$ cat src/rtl/uart_pkg.sv
// Shared UART definitions: receiver state encoding, frame geometry and default bit timing.
package uart_pkg;

  localparam int DATA_BITS = 8;
  localparam int DEFAULT_CLKS_PER_BIT = 868;  // 100 MHz / 115200 baud
  localparam int IDX_W = $clog2(DATA_BITS);

  typedef enum logic [2:0] {
    S_IDLE   = 3'd0,
    S_START  = 3'd1,
    S_DATA   = 3'd2,
    S_PARITY = 3'd3,
    S_STOP   = 3'd4
  } rx_state_t;

  // Even parity: the XOR of all data bits plus the parity bit must be 0.
  function automatic logic parity_bad(input logic [DATA_BITS-1:0] data, input logic par);
    return ^{data, par};
  endfunction

endpackage

$ cat src/rtl/rx_sync.sv
// Two-flop synchronizer for an asynchronous input plus a third flop for falling-edge detection.
// Flops reset high so an idle-high line never produces a spurious edge out of reset.
module rx_sync (
  input  logic CLK,
  input  logic RST,
  input  logic D_ASYNC,
  output logic D_SYNC,
  output logic FALL
);

  logic meta_reg;
  logic sync_reg;
  logic prev_reg;

  always_ff @(posedge CLK) begin
    if (RST) begin
      meta_reg <= 1'b1;
      sync_reg <= 1'b1;
      prev_reg <= 1'b1;
    end else begin
      meta_reg <= D_ASYNC;
      sync_reg <= meta_reg;
      prev_reg <= sync_reg;
    end
  end

  assign D_SYNC = sync_reg;
  assign FALL   = prev_reg & ~sync_reg;

endmodule

$ cat src/rtl/uart_recv.sv
// UART receiver, 8N1 LSB first, with start-glitch rejection and framing-error flag.
// Define UART_RECV_PARITY_EN for 8E1 framing with a PARITY_ERR pulse output.
module uart_recv
  import uart_pkg::*;
#(
  parameter int CLKS_PER_BIT = DEFAULT_CLKS_PER_BIT,
  parameter int CNT_W        = $clog2(CLKS_PER_BIT)
) (
  input  logic                 CLK,
  input  logic                 RST,
  input  logic                 RXD,
  output logic [DATA_BITS-1:0] DATA,
  output logic                 DATA_READY,
  output logic                 FRAME_ERR,
`ifdef UART_RECV_PARITY_EN
  output logic                 PARITY_ERR,
`endif
  output logic                 BUSY
);

  localparam logic [CNT_W-1:0] BIT_LAST  = CNT_W'(CLKS_PER_BIT - 1);
  localparam logic [CNT_W-1:0] HALF_LAST = CNT_W'(CLKS_PER_BIT / 2 - 1);
  localparam logic [IDX_W-1:0] IDX_LAST  = IDX_W'(DATA_BITS - 1);

  logic rxd_sync;
  logic rxd_fall;

  rx_sync u_rx_sync (
    .CLK     (CLK),
    .RST     (RST),
    .D_ASYNC (RXD),
    .D_SYNC  (rxd_sync),
    .FALL    (rxd_fall)
  );

  rx_state_t            state_reg, state_next;
  logic [CNT_W-1:0]     cnt_reg, cnt_next;
  logic [IDX_W-1:0]     idx_reg, idx_next;
  logic [DATA_BITS-1:0] shift_reg, shift_next;
  logic [DATA_BITS-1:0] data_reg, data_next;
  logic                 ready_reg, ready_next;
  logic                 ferr_reg, ferr_next;
  logic                 stop_ok;
`ifdef UART_RECV_PARITY_EN
  logic                 par_reg, par_next;
  logic                 perr_reg, perr_next;
`endif

  always_ff @(posedge CLK) begin
    if (RST) begin
      state_reg <= S_IDLE;
      cnt_reg   <= '0;
      idx_reg   <= '0;
      shift_reg <= '0;
      data_reg  <= '0;
      ready_reg <= 1'b0;
      ferr_reg  <= 1'b0;
`ifdef UART_RECV_PARITY_EN
      par_reg   <= 1'b0;
      perr_reg  <= 1'b0;
`endif
    end else begin
      state_reg <= state_next;
      cnt_reg   <= cnt_next;
      idx_reg   <= idx_next;
      shift_reg <= shift_next;
      data_reg  <= data_next;
      ready_reg <= ready_next;
      ferr_reg  <= ferr_next;
`ifdef UART_RECV_PARITY_EN
      par_reg   <= par_next;
      perr_reg  <= perr_next;
`endif
    end
  end

  always_comb begin
    state_next = state_reg;
    cnt_next   = cnt_reg;
    idx_next   = idx_reg;
    shift_next = shift_reg;
    data_next  = data_reg;
    ready_next = 1'b0;
    ferr_next  = 1'b0;
    stop_ok    = 1'b0;
`ifdef UART_RECV_PARITY_EN
    par_next   = par_reg;
    perr_next  = 1'b0;
`endif

    unique case (state_reg)
      S_IDLE: begin
        // Only a genuine 1->0 transition starts a frame; a line stuck low stays idle.
        if (rxd_fall) begin
          state_next = S_START;
          cnt_next   = '0;
        end
      end

      S_START: begin
        if (cnt_reg == HALF_LAST) begin
          cnt_next = '0;
          if (!rxd_sync) begin
            state_next = S_DATA;
            idx_next   = '0;
          end else begin
            state_next = S_IDLE;
          end
        end else begin
          cnt_next = cnt_reg + 1'b1;
        end
      end

      S_DATA: begin
        if (cnt_reg == BIT_LAST) begin
          cnt_next            = '0;
          shift_next[idx_reg] = rxd_sync;
          if (idx_reg == IDX_LAST) begin
`ifdef UART_RECV_PARITY_EN
            state_next = S_PARITY;
`else
            state_next = S_STOP;
`endif
          end else begin
            idx_next = idx_reg + 1'b1;
          end
        end else begin
          cnt_next = cnt_reg + 1'b1;
        end
      end

`ifdef UART_RECV_PARITY_EN
      S_PARITY: begin
        if (cnt_reg == BIT_LAST) begin
          cnt_next   = '0;
          par_next   = rxd_sync;
          state_next = S_STOP;
        end else begin
          cnt_next = cnt_reg + 1'b1;
        end
      end
`endif

      S_STOP: begin
        if (cnt_reg == BIT_LAST) begin
          cnt_next   = '0;
          // Leave mid stop bit so the next start edge can follow without an idle gap.
          state_next = S_IDLE;
          stop_ok    = rxd_sync;
          if (!stop_ok) begin
            ferr_next = 1'b1;
`ifdef UART_RECV_PARITY_EN
          end else if (parity_bad(shift_reg, par_reg)) begin
            perr_next = 1'b1;
`endif
          end else begin
            data_next  = shift_reg;
            ready_next = 1'b1;
          end
        end else begin
          cnt_next = cnt_reg + 1'b1;
        end
      end

      default: begin
        state_next = S_IDLE;
        cnt_next   = '0;
      end
    endcase
  end

  assign DATA       = data_reg;
  assign DATA_READY = ready_reg;
  assign FRAME_ERR  = ferr_reg;
  assign BUSY       = (state_reg != S_IDLE);
`ifdef UART_RECV_PARITY_EN
  assign PARITY_ERR = perr_reg;
`endif

endmodule

$ cat config.mk
export PLATFORM = sky130hd
export DESIGN_NAME = uart_recv
export DESIGN_NICKNAME = d
export VERILOG_FILES = /design/src/rtl/uart_pkg.sv /design/src/rtl/rx_sync.sv /design/src/rtl/uart_recv.sv
export SDC_FILE = /design/constraint.sdc
export NUM_CORES = 1
export LEC_CHECK = 0
export CORE_MARGIN = 10
export CORE_UTILIZATION = 35
export CTS_BUF_LIST = sky130_fd_sc_hd__clkbuf_8 sky130_fd_sc_hd__clkbuf_16
export DETAILED_ROUTE_END_ITERATION = 10
export HOLD_SLACK_MARGIN = 0.05
export MAX_ROUTING_LAYER = met4
export SKIP_CTS_REPAIR_TIMING = 1
export SLEW_MARGIN = 20
export SYNTH_ARGS = -nofsm -noshare
export SYNTH_HDL_FRONTEND = slang
export SYNTH_SLANG_ARGS = --single-unit
$ cat constraint.sdc
create_clock -name CLK -period 2.6 [get_ports CLK]
set_input_delay 0.52 -clock CLK [delete_from_list [all_inputs] [get_ports CLK]]
set_output_delay 0.52 -clock CLK [all_outputs]
set_load 0.1 [all_outputs]
==> results of run 1 <==
==> how the worst min path moves through the flow <==
stage,startpoint,end,slack (ns),cells past startpoint
3_5_place_dp,u_rx_sync.meta_reg,u_rx_sync.D_SYNC,0.39,1
2_1_floorplan,u_rx_sync.meta_reg,u_rx_sync.D_SYNC,0.39,1
4_1_cts,u_rx_sync.meta_reg,u_rx_sync.D_SYNC,0.41,1
5_1_grt,u_rx_sync.meta_reg,u_rx_sync.D_SYNC,0.44,1
3_3_place_gp,u_rx_sync.meta_reg,u_rx_sync.D_SYNC,0.39,1
6_report,u_rx_sync.meta_reg,u_rx_sync.D_SYNC,0.41,1
==> stage by stage <==
stage / power, W / hold WS (ns) / instances / setup slack [ns]
2_1_floorplan: 0.0006770 / 0.3895 / 199 / 0.3797
6_report: 0.001227 / 0.4105 / 283 / 0.4278
4_1_cts: 0.001242 / 0.4125 / 283 / 0.4344
3_3_place_gp: 0.0007174 / 0.3945 / 275 / 0.4720
5_1_grt: 0.001282 / 0.4365 / 283 / 0.2355
3_5_place_dp: 0.0007171 / 0.3946 / 275 / 0.4321
==> worst max-delay path: cells and delay by family, from the launching register on <==
kind / cells / cell delay, ns
simple gates: 4 / 1.46
flops: 1 / 0.40
mux: 1 / 0.20
==> cells in the mapped netlist, types with 2 or more instances <==
master | instances | area (sq um)
or3_1 | 7 | 43.79
clkbuf_1 | 8 | 30.03
nor2_1 | 19 | 71.32
inv_1 | 2 | 7.510
nor3b_1 | 3 | 22.52
a22o_1 | 2 | 17.52
nor4b_4 | 2 | 47.55
nor4_2 | 2 | 25.02
buf_2 | 2 | 10.01
nand3_1 | 18 | 90.09
nand2b_1 | 2 | 12.51
a21oi_1 | 11 | 55.05
o21ai_0 | 3 | 15.01
or2_2 | 4 | 25.02
ha_1 | 4 | 50.05
nand4_1 | 2 | 12.51
mux2i_1 | 9 | 90.09
nand3b_1 | 2 | 15.01
dfxtp_1 | 37 | 740.7
buf_1 | 3 | 11.26
a31oi_1 | 7 | 43.79
nand4b_1 | 3 | 26.28
nor3_1 | 5 | 25.02
nand2_1 | 25 | 93.84
o21a_1 | 2 | 15.01
==> power breakdown <==
part	total, W	switching (W)	internal [W]
Sequential	0.000581	0.00000794	0.000573
Clock	0.000524	0.000212	0.000312
Combinational	0.000122	0.0000820	0.0000401
==> layer usage <==
layer  vias up  GRT usage (%)  routed length (microns)
li1        739              -                        -
met1       674          12.82                     1870
met2        24          13.86                     1565
met3         6          2.494                      117
met4         0          5.172                       89
met5         -              -                        0
==> cells by family (layout without fill, tap and decap cells) <==
logic type                 count (synthesis)  after routing  synth area share, %
and+or+nand+nor                          101            101                33.00
buffers and inverters                     15             32                3.394
adders and majority gates                  4              4                2.888
muxes                                     10             10                5.849
DFF                                       37             37                42.74
AOI/OAI and AO/OA                         30             30                11.12
xor gates and xnor gates                   2              2                1.011
==> layout make-up <==
| type | count | area (sq um) |
|---|---|---|
| inverters | 2 | 7.507 |
| clock buffers | 6 | 82.58 |
| fillers | 502 | 2699 |
| multi-input cells | 147 | 933.4 |
| clock inverters | 2 | 37.54 |
| repair buffers | 22 | 170.2 |
| well taps | 67 | 83.83 |
| flip-flops and latches | 37 | 740.7 |
==> impl_metrics.ini, run 1 <==
[detailed_routing]
totalWireLength_microns = 3642
drc = 0
detail_route.wl_per_cell_microns = 12.87
postRouteAntennaNets = 0
route.vias.total = 1443
dr.first_iter.drc_count = 87
dr.pass1.iters = 4
vias_per_cell = 5.099

[clock_network]
htree_levels = 2
cts.sinks = 37
cts-root-buf = clkbuf_8
path_clk_slew_ns = 0.07
numCtsBuffers = 5
cts_buffer_depth = 2
tritoncts = done
clock_latency_ns = 0.30

[hold_path]
min_path_type = reg2reg

[critical_path]
path_cells = or3b_1 > or4b_4 > nor4b_4 > mux2i_1 > nor2_1
r2r-start = cnt_reg[5]
timing.rr.end = shift_reg[2]
critPathLaunch = cnt_reg[5]
cp-endpoint = shift_reg[2]
r2r_slack_ns = 0.43
path_class = reg2reg
worstSetupStartpointType = flip-flop
reg2reg_depth = 5
crit_fanout = 6
slowest_delay_ns = 0.63
cpMaxStageDelayCell = or4b_4
cp.required_ns = 2.77
crit_arrival_ns = 2.34
critPathCaptureType = flip-flop

[global_routing]
grt_overflow = 0
antenna_found_initial = 0
grt_max_degree = 22
grt_usage_pct = 9.923
grt_pass1_wl_microns = 6596
grt_pass1_vias = 1381

[logic_synthesis]
ys_seq_elements = 37
synth_edf_count = 0
synthArstFlopShare_pct = 0
syn_area_per_cell_sq_um = 8.708
synth_fp_nets = 206
ys_seq_area_share_pct = 42.74
yosys_warnings = 0
postSynthCellCount = 199
ys_types = 40
synth_area_sq_mm = 0.001733
synthFlopType = dfxtp_1

[sta]
drv_slew = 0
max_freq_mhz = 460.4
slew_headroom_pct = 68.15
fin_crit_sh_pct = 83.54
setup_viol = 0
finalSetupTns_ns = 0
worstMarginPinSlew_ns = 0.4770
hold_viol = 0
skew_ns = 0.009014
layout_min_cycle_time_ns = 2.172
rsz0062_at_grt = false

[cells_and_area]
syn2layout_area_growth_pct = 18.63
utilization_pct = 43.24
drive_above_1_share_pct = 18.52
n_antenna_cell = 0
finish.instance_area_sq_mm = 0.002056
largest_register_ff_count = 10
layout_commonest_cell = dfxtp_1
final_cell_mix = dfxtp_1, nand2_1, buf_4, nor2_1, nand3_1
num-nets-final = 222

[power]
irDropWorstVdd_mv = 0.2976
p_per_area_mw_per_mm2 = 597.0
p_leak_nw = 0.7073

[place]
place_congestion = 0.7646
post_dp_cell_area_sq_mm = 0.001936
numPortBuffers = 13
dpl.hpwl_microns = 2516

[run]
cap_viol_max_count = 0

[floorplanning]
die_area_sq_mm = 0.008166
die_w_microns = 90.37
pin_count = 14
coreArea_sq_mm = 0.004755
start_util_pct = 36.45
rows = 25
die_y_microns = 90.37

[status]
status = complete, no violations
Note: power is estimated with default switching activity, not from simulation.
==> run 2: changes to the inputs <==
- clock period: 2.6 -> 2.2 ns (I/O delays scaled with it)
==> impl_metrics.ini, run 2 (same netlist as run 1, synthesis figures left out) <==
[global_routing]
grt_pass1_wl_microns = 6548
grt_overflow = 0
grt_usage_pct = 9.807
antenna_found_initial = 0
grt_max_degree = 22
grt_pass1_vias = 1385

[cells_and_area]
layout_commonest_cell = dfxtp_1
syn2layout_area_growth_pct = 21.95
final_cell_count_no_fill = 289
fill_cells = 496
n_antenna_cell = 0
utilization_pct = 44.45
largest_register_ff_count = 10
drive_above_1_share_pct = 22.97
final_cell_mix = dfxtp_1, buf_4, nand2_1, nor2_1, nand3_1
finish.instance_area_sq_mm = 0.002113
num-nets-final = 228

[sta]
layout_min_cycle_time_ns = 2.100
max_freq_mhz = 476.2
finalSetupTns_ns = 0
rsz0062_at_grt = false
setup_viol = 0
whs_ns = 0.4130
hold_viol = 0
slew_headroom_pct = 68.17
skew_ns = 0.005811
worstMarginPinSlew_ns = 0.4768
fin_crit_sh_pct = 95.45
drv_slew = 0

[critical_path]
critical_path_buf_inv_count = 0
worstSetupStartpointType = flip-flop
path_class = reg2reg
crit_arrival_ns = 2.29
slowest_delay_ns = 0.57
critPathCaptureType = flip-flop
crit_fanout = 6
cp.required_ns = 2.39
path_cells = or3b_4 > or4b_4 > nor4b_4 > mux2i_1 > nor2_1
cp_top_family = simple AND/OR/NAND/NOR gates
cpMaxStageDelayCell = or4b_4

[floorplanning]
rows = 25
start_util_pct = 36.45
coreArea_sq_mm = 0.004755
die_y_microns = 90.37
pin_count = 14
die_w_microns = 90.37
die_area_sq_mm = 0.008166

[detailed_routing]
postRouteAntennaNets = 0
route.vias.total = 1448
totalWireLength_microns = 3742
dr.first_iter.drc_count = 80
drc = 0
vias_per_cell = 5.010
dr.pass1.iters = 4
detail_route.wl_per_cell_microns = 12.95

[clock_network]
cts_buffer_depth = 2
numCtsBuffers = 5
htree_levels = 2
clock_latency_ns = 0.30
tritoncts = done
cts-root-buf = clkbuf_8
path_clk_slew_ns = 0.08
cts.sinks = 37

[place]
dpl.hpwl_microns = 2570
dp_cells = 280
post_dp_cell_area_sq_mm = 0.001973
place_congestion = 0.8461
numPortBuffers = 13

[run]
cap_viol_max_count = 0

[power]
irDropWorstVdd_mv = 0.3419
p_leak_nw = 0.7369
p_per_area_mw_per_mm2 = 690.8

[hold_path]
min_path_type = reg2reg

[status]
status = complete, no violations
[run 2: cell type report]
| class | count | area [sq um] | area share, % |
|---|---|---|---|
| Clock inverter | 2 | 37.54 | 1.776 |
| Tap cell | 67 | 83.83 | 3.967 |
| Multi-Input combinational cell | 147 | 943.4 | 44.64 |
| Clock buffer | 6 | 82.58 | 3.908 |
| Timing Repair Buffer | 28 | 215.2 | 10.18 |
| Sequential cell | 37 | 743.2 | 35.17 |
| Inverter | 2 | 7.507 | 0.3552 |
[run 2: worst paths after layout]
kind	slack, ns	cells after the start	endpoint	start
setup / recovery	0.10	5	shift_reg[2]	cnt_reg[5]
hold / removal	0.41	1	u_rx_sync.D_SYNC	u_rx_sync.meta_reg
setup reg to reg	0.10	5	shift_reg[2]	cnt_reg[5]
hold reg to reg	0.41	1	u_rx_sync.D_SYNC	u_rx_sync.meta_reg
[run 2: through the flow]
| step | setup slack (ns) | total power, W |
|---|---|---|
| finish | 0.1001 | 0.001460 |
| global route | 0.02936 | 0.001514 |
| CTS | 0.02538 | 0.001468 |
| detailed placement | 0.03295 | 0.0008481 |
| global placement | 0.09676 | 0.0008490 |
| floorplan | 0.1337 | 0.0008016 |
[run 2: per-layer routing]
layer	vias to the layer above	share of wire, %	GRT usage (%)
li1	750	-	-
met1	659	53	12.49
met2	31	42	13.86
met3	8	3.4	2.577
met4	0	1.5	5.040
met5	-	0	-
[run 2: report_power, final]
part	switching (W)	internal [W]	leakage, nW
combinational	0.0000971	0.0000485	0.380
sequential	0.0000104	0.000678	0.300
clock	0.000257	0.000369	0.0574
[run 2: worst register-to-register path: stages, from the launching register on]
cell and delay (ns):
dfxtp_1 0.42, or3b_4 0.45, or4b_4 0.57, nor4b_4 0.29
mux2i_1 0.21, nor2_1 0.06
==> run 3: changes to the inputs <==
- ABC_AREA: not set -> 1
==> impl_metrics.ini, run 3 <==
[logic_synthesis]
synth_top_area_share_pct = 39.36
ys_types = 27
synth_top_family_by_area = simple AND/OR/NAND/NOR gates
synth_edf_count = 0
yosys-mux-area-fraction_pct = 0
postSynthCellCount = 267
synth_xor_xnor_area_share_pct = 0
synthArstFlopShare_pct = 0
syn_area_per_cell_sq_um = 7.048
yosys_warnings = 0
synthAdderAreaFrac_pct = 2.660
synth-compound-area-share_pct = 9.774
synthFlopType = dfxtp_1
yosys.area.top_type = dfxtp_1
yosysMostFrequentCell = nand2_1
synthTopCellsByCount = nand2_1, inv_1, dfxtp_1
ys_seq_area_share_pct = 39.36
yosys-top-cells-area = dfxtp_1, nand2_1, inv_1
synthSimpleGateAreaFrac_pct = 37.83
synth_fp_nets = 274
synth_area_sq_mm = 0.001882
ys_seq_elements = 37

[status]
status = complete, no violations

[global_routing]
grt_pass1_wl_microns = 6644
grtUsageMet3_pct = 2.398
grt_pass1_vias = 1483
gr-usage-met2_pct = 13.34
met1_usage_pct = 12.28
grt_busiest_layer = met2
grt_overflow = 0
grt_usage_pct = 9.487
grt_max_degree = 25
antenna_found_initial = 0

[cells_and_area]
layout_commonest_cell = nand2_1
n_antenna_cell = 0
drive_above_1_share_pct = 16.43
syn2layout_area_growth_pct = 16.29
num-nets-final = 293
utilization_pct = 42.31
final_cell_mix = nand2_1, inv_1, dfxtp_1, nor2_1, a21oi_1
finish.instance_area_sq_mm = 0.002188
largest_register_ff_count = 10

[power]
p_comb_share_pct = 36.2
p_leak_nw = 0.9582
p_total_w = 0.002064
p_sw_share_pct = 38.69
p_per_area_mw_per_mm2 = 943.3
power.share.sequential_pct = 36.5
irDropWorstVdd_mv = 0.8839
p_int_w = 0.001266
power_switching_w = 0.0007987
pwr-share-clk_pct = 27.3

[sta]
hold_viol = 0
layout_min_cycle_time_ns = 1.721
worstMarginPinSlew_ns = 0.3642
rsz0062_at_grt = false
drv_slew = 0
max_freq_mhz = 580.9
setup_viol = 0
finalSetupTns_ns = 0
fin_crit_sh_pct = 78.25
layout_setup_ws_ns = 0.4785
skew_ns = 0.004161
slew_headroom_pct = 75.66

[floorplanning]
die_area_sq_mm = 0.008710
die_w_microns = 93.33
die_y_microns = 93.33
rows = 26
pin_count = 14
coreArea_sq_mm = 0.005172
start_util_pct = 36.38

[critical_path]
crit_arrival_ns = 1.28
worstSetupStartpointType = flip-flop
critPathCaptureType = output port
path_class = reg2out
crit_fanout = 3
cp.required_ns = 1.76

[place]
pre_cts_slack_ns = 0.5100
post_dp_cell_area_sq_mm = 0.002085
numPortBuffers = 13
dpl.hpwl_microns = 2766
place_congestion = 0.8112

[clock_network]
path_clk_slew_ns = 0.07
htree_levels = 2
clock_latency_ns = 0.29
cts_buffer_depth = 2
cts-root-buf = clkbuf_8
numCtsBuffers = 5
cts.sinks = 37
tritoncts = done

[detailed_routing]
vias_per_cell = 4.610
dr.first_iter.drc_count = 89
detail_route.wl_per_cell_microns = 10.43
postRouteAntennaNets = 0
drc = 0
totalWireLength_microns = 3712
dr.pass1.iters = 4
route.vias.total = 1641

[run]
cap_viol_max_count = 0

[hold_path]
min_path_type = reg2reg
## run 3: cell types whose count changed after synthesis, sizes merged, moves of 4 or more
cell,change
a31oi,-7
buf,-4
a21oi,+12
mux2i,-9
or3,-7
nand2,+36
nor2,+18
inv,+44
o21ai,+9
nand4,+9
clkbuf,-5
## run 3: critical path: stages, from the launching register on
cell     delay [ns]
dfxtp_1        0.34
inv_1          0.12
nand2_2        0.08
nor2_2         0.18
inv_1          0.10
buf_12         0.17
## run 3: layer usage
layer  vias to the layer above  wire length [microns]
li1                        886                      -
met1                       717                   1948
met2                        32                   1517
met3                         6                    164
met4                         0                     80
met5                         -                      0
## run 3: area by class of cell
cell class	instances	area, sq um
clock inverter	2	35.03
tap	70	87.58
clock buffer	5	68.82
inverter	46	172.7
fill	539	2984
sequential	37	740.7
timing repair buffer	16	137.6
multi-input combinational	180	945.9
## run 3: power by group through the flow
stage | clock [W] | sequential [W] | combinational [W]
2_1_floorplan | 0 | 0.000764 | 0.000562
3_3_place_gp | 0 | 0.000768 | 0.000757
3_5_place_dp | 0 | 0.000770 | 0.000751
4_1_cts | 0.000583 | 0.000754 | 0.000753
5_1_grt | 0.000613 | 0.000759 | 0.000833
6_report | 0.000563 | 0.000754 | 0.000748
## run 3: worst paths after layout
check / depth (start not counted) / from / to / slack, ns
hold / removal: 1 / u_rx_sync.meta_reg / u_rx_sync.D_SYNC / 0.42
hold reg to reg: 1 / u_rx_sync.meta_reg / u_rx_sync.D_SYNC / 0.42
setup / recovery: 5 / state_reg[0] / BUSY / 0.48
setup reg to reg: 6 / cnt_reg[0] / DATA[7] / 0.53
## run 3: through the flow
step / instances / hold WS, ns
global placement: 349 / 0.3914
detailed placement: 349 / 0.4086
CTS: 356 / 0.4262
floorplan: 267 / 0.3895
global route: 356 / 0.4496
finish: 356 / 0.4197
## run 3: kinds of logic (layout without fill, tap and decap cells)
group / Yosys count / count (layout)
compound gates: 36 / 36
flops: 37 / 37
simple gates: 140 / 140
fa+ha+maj: 4 / 4
buf+inv: 50 / 69
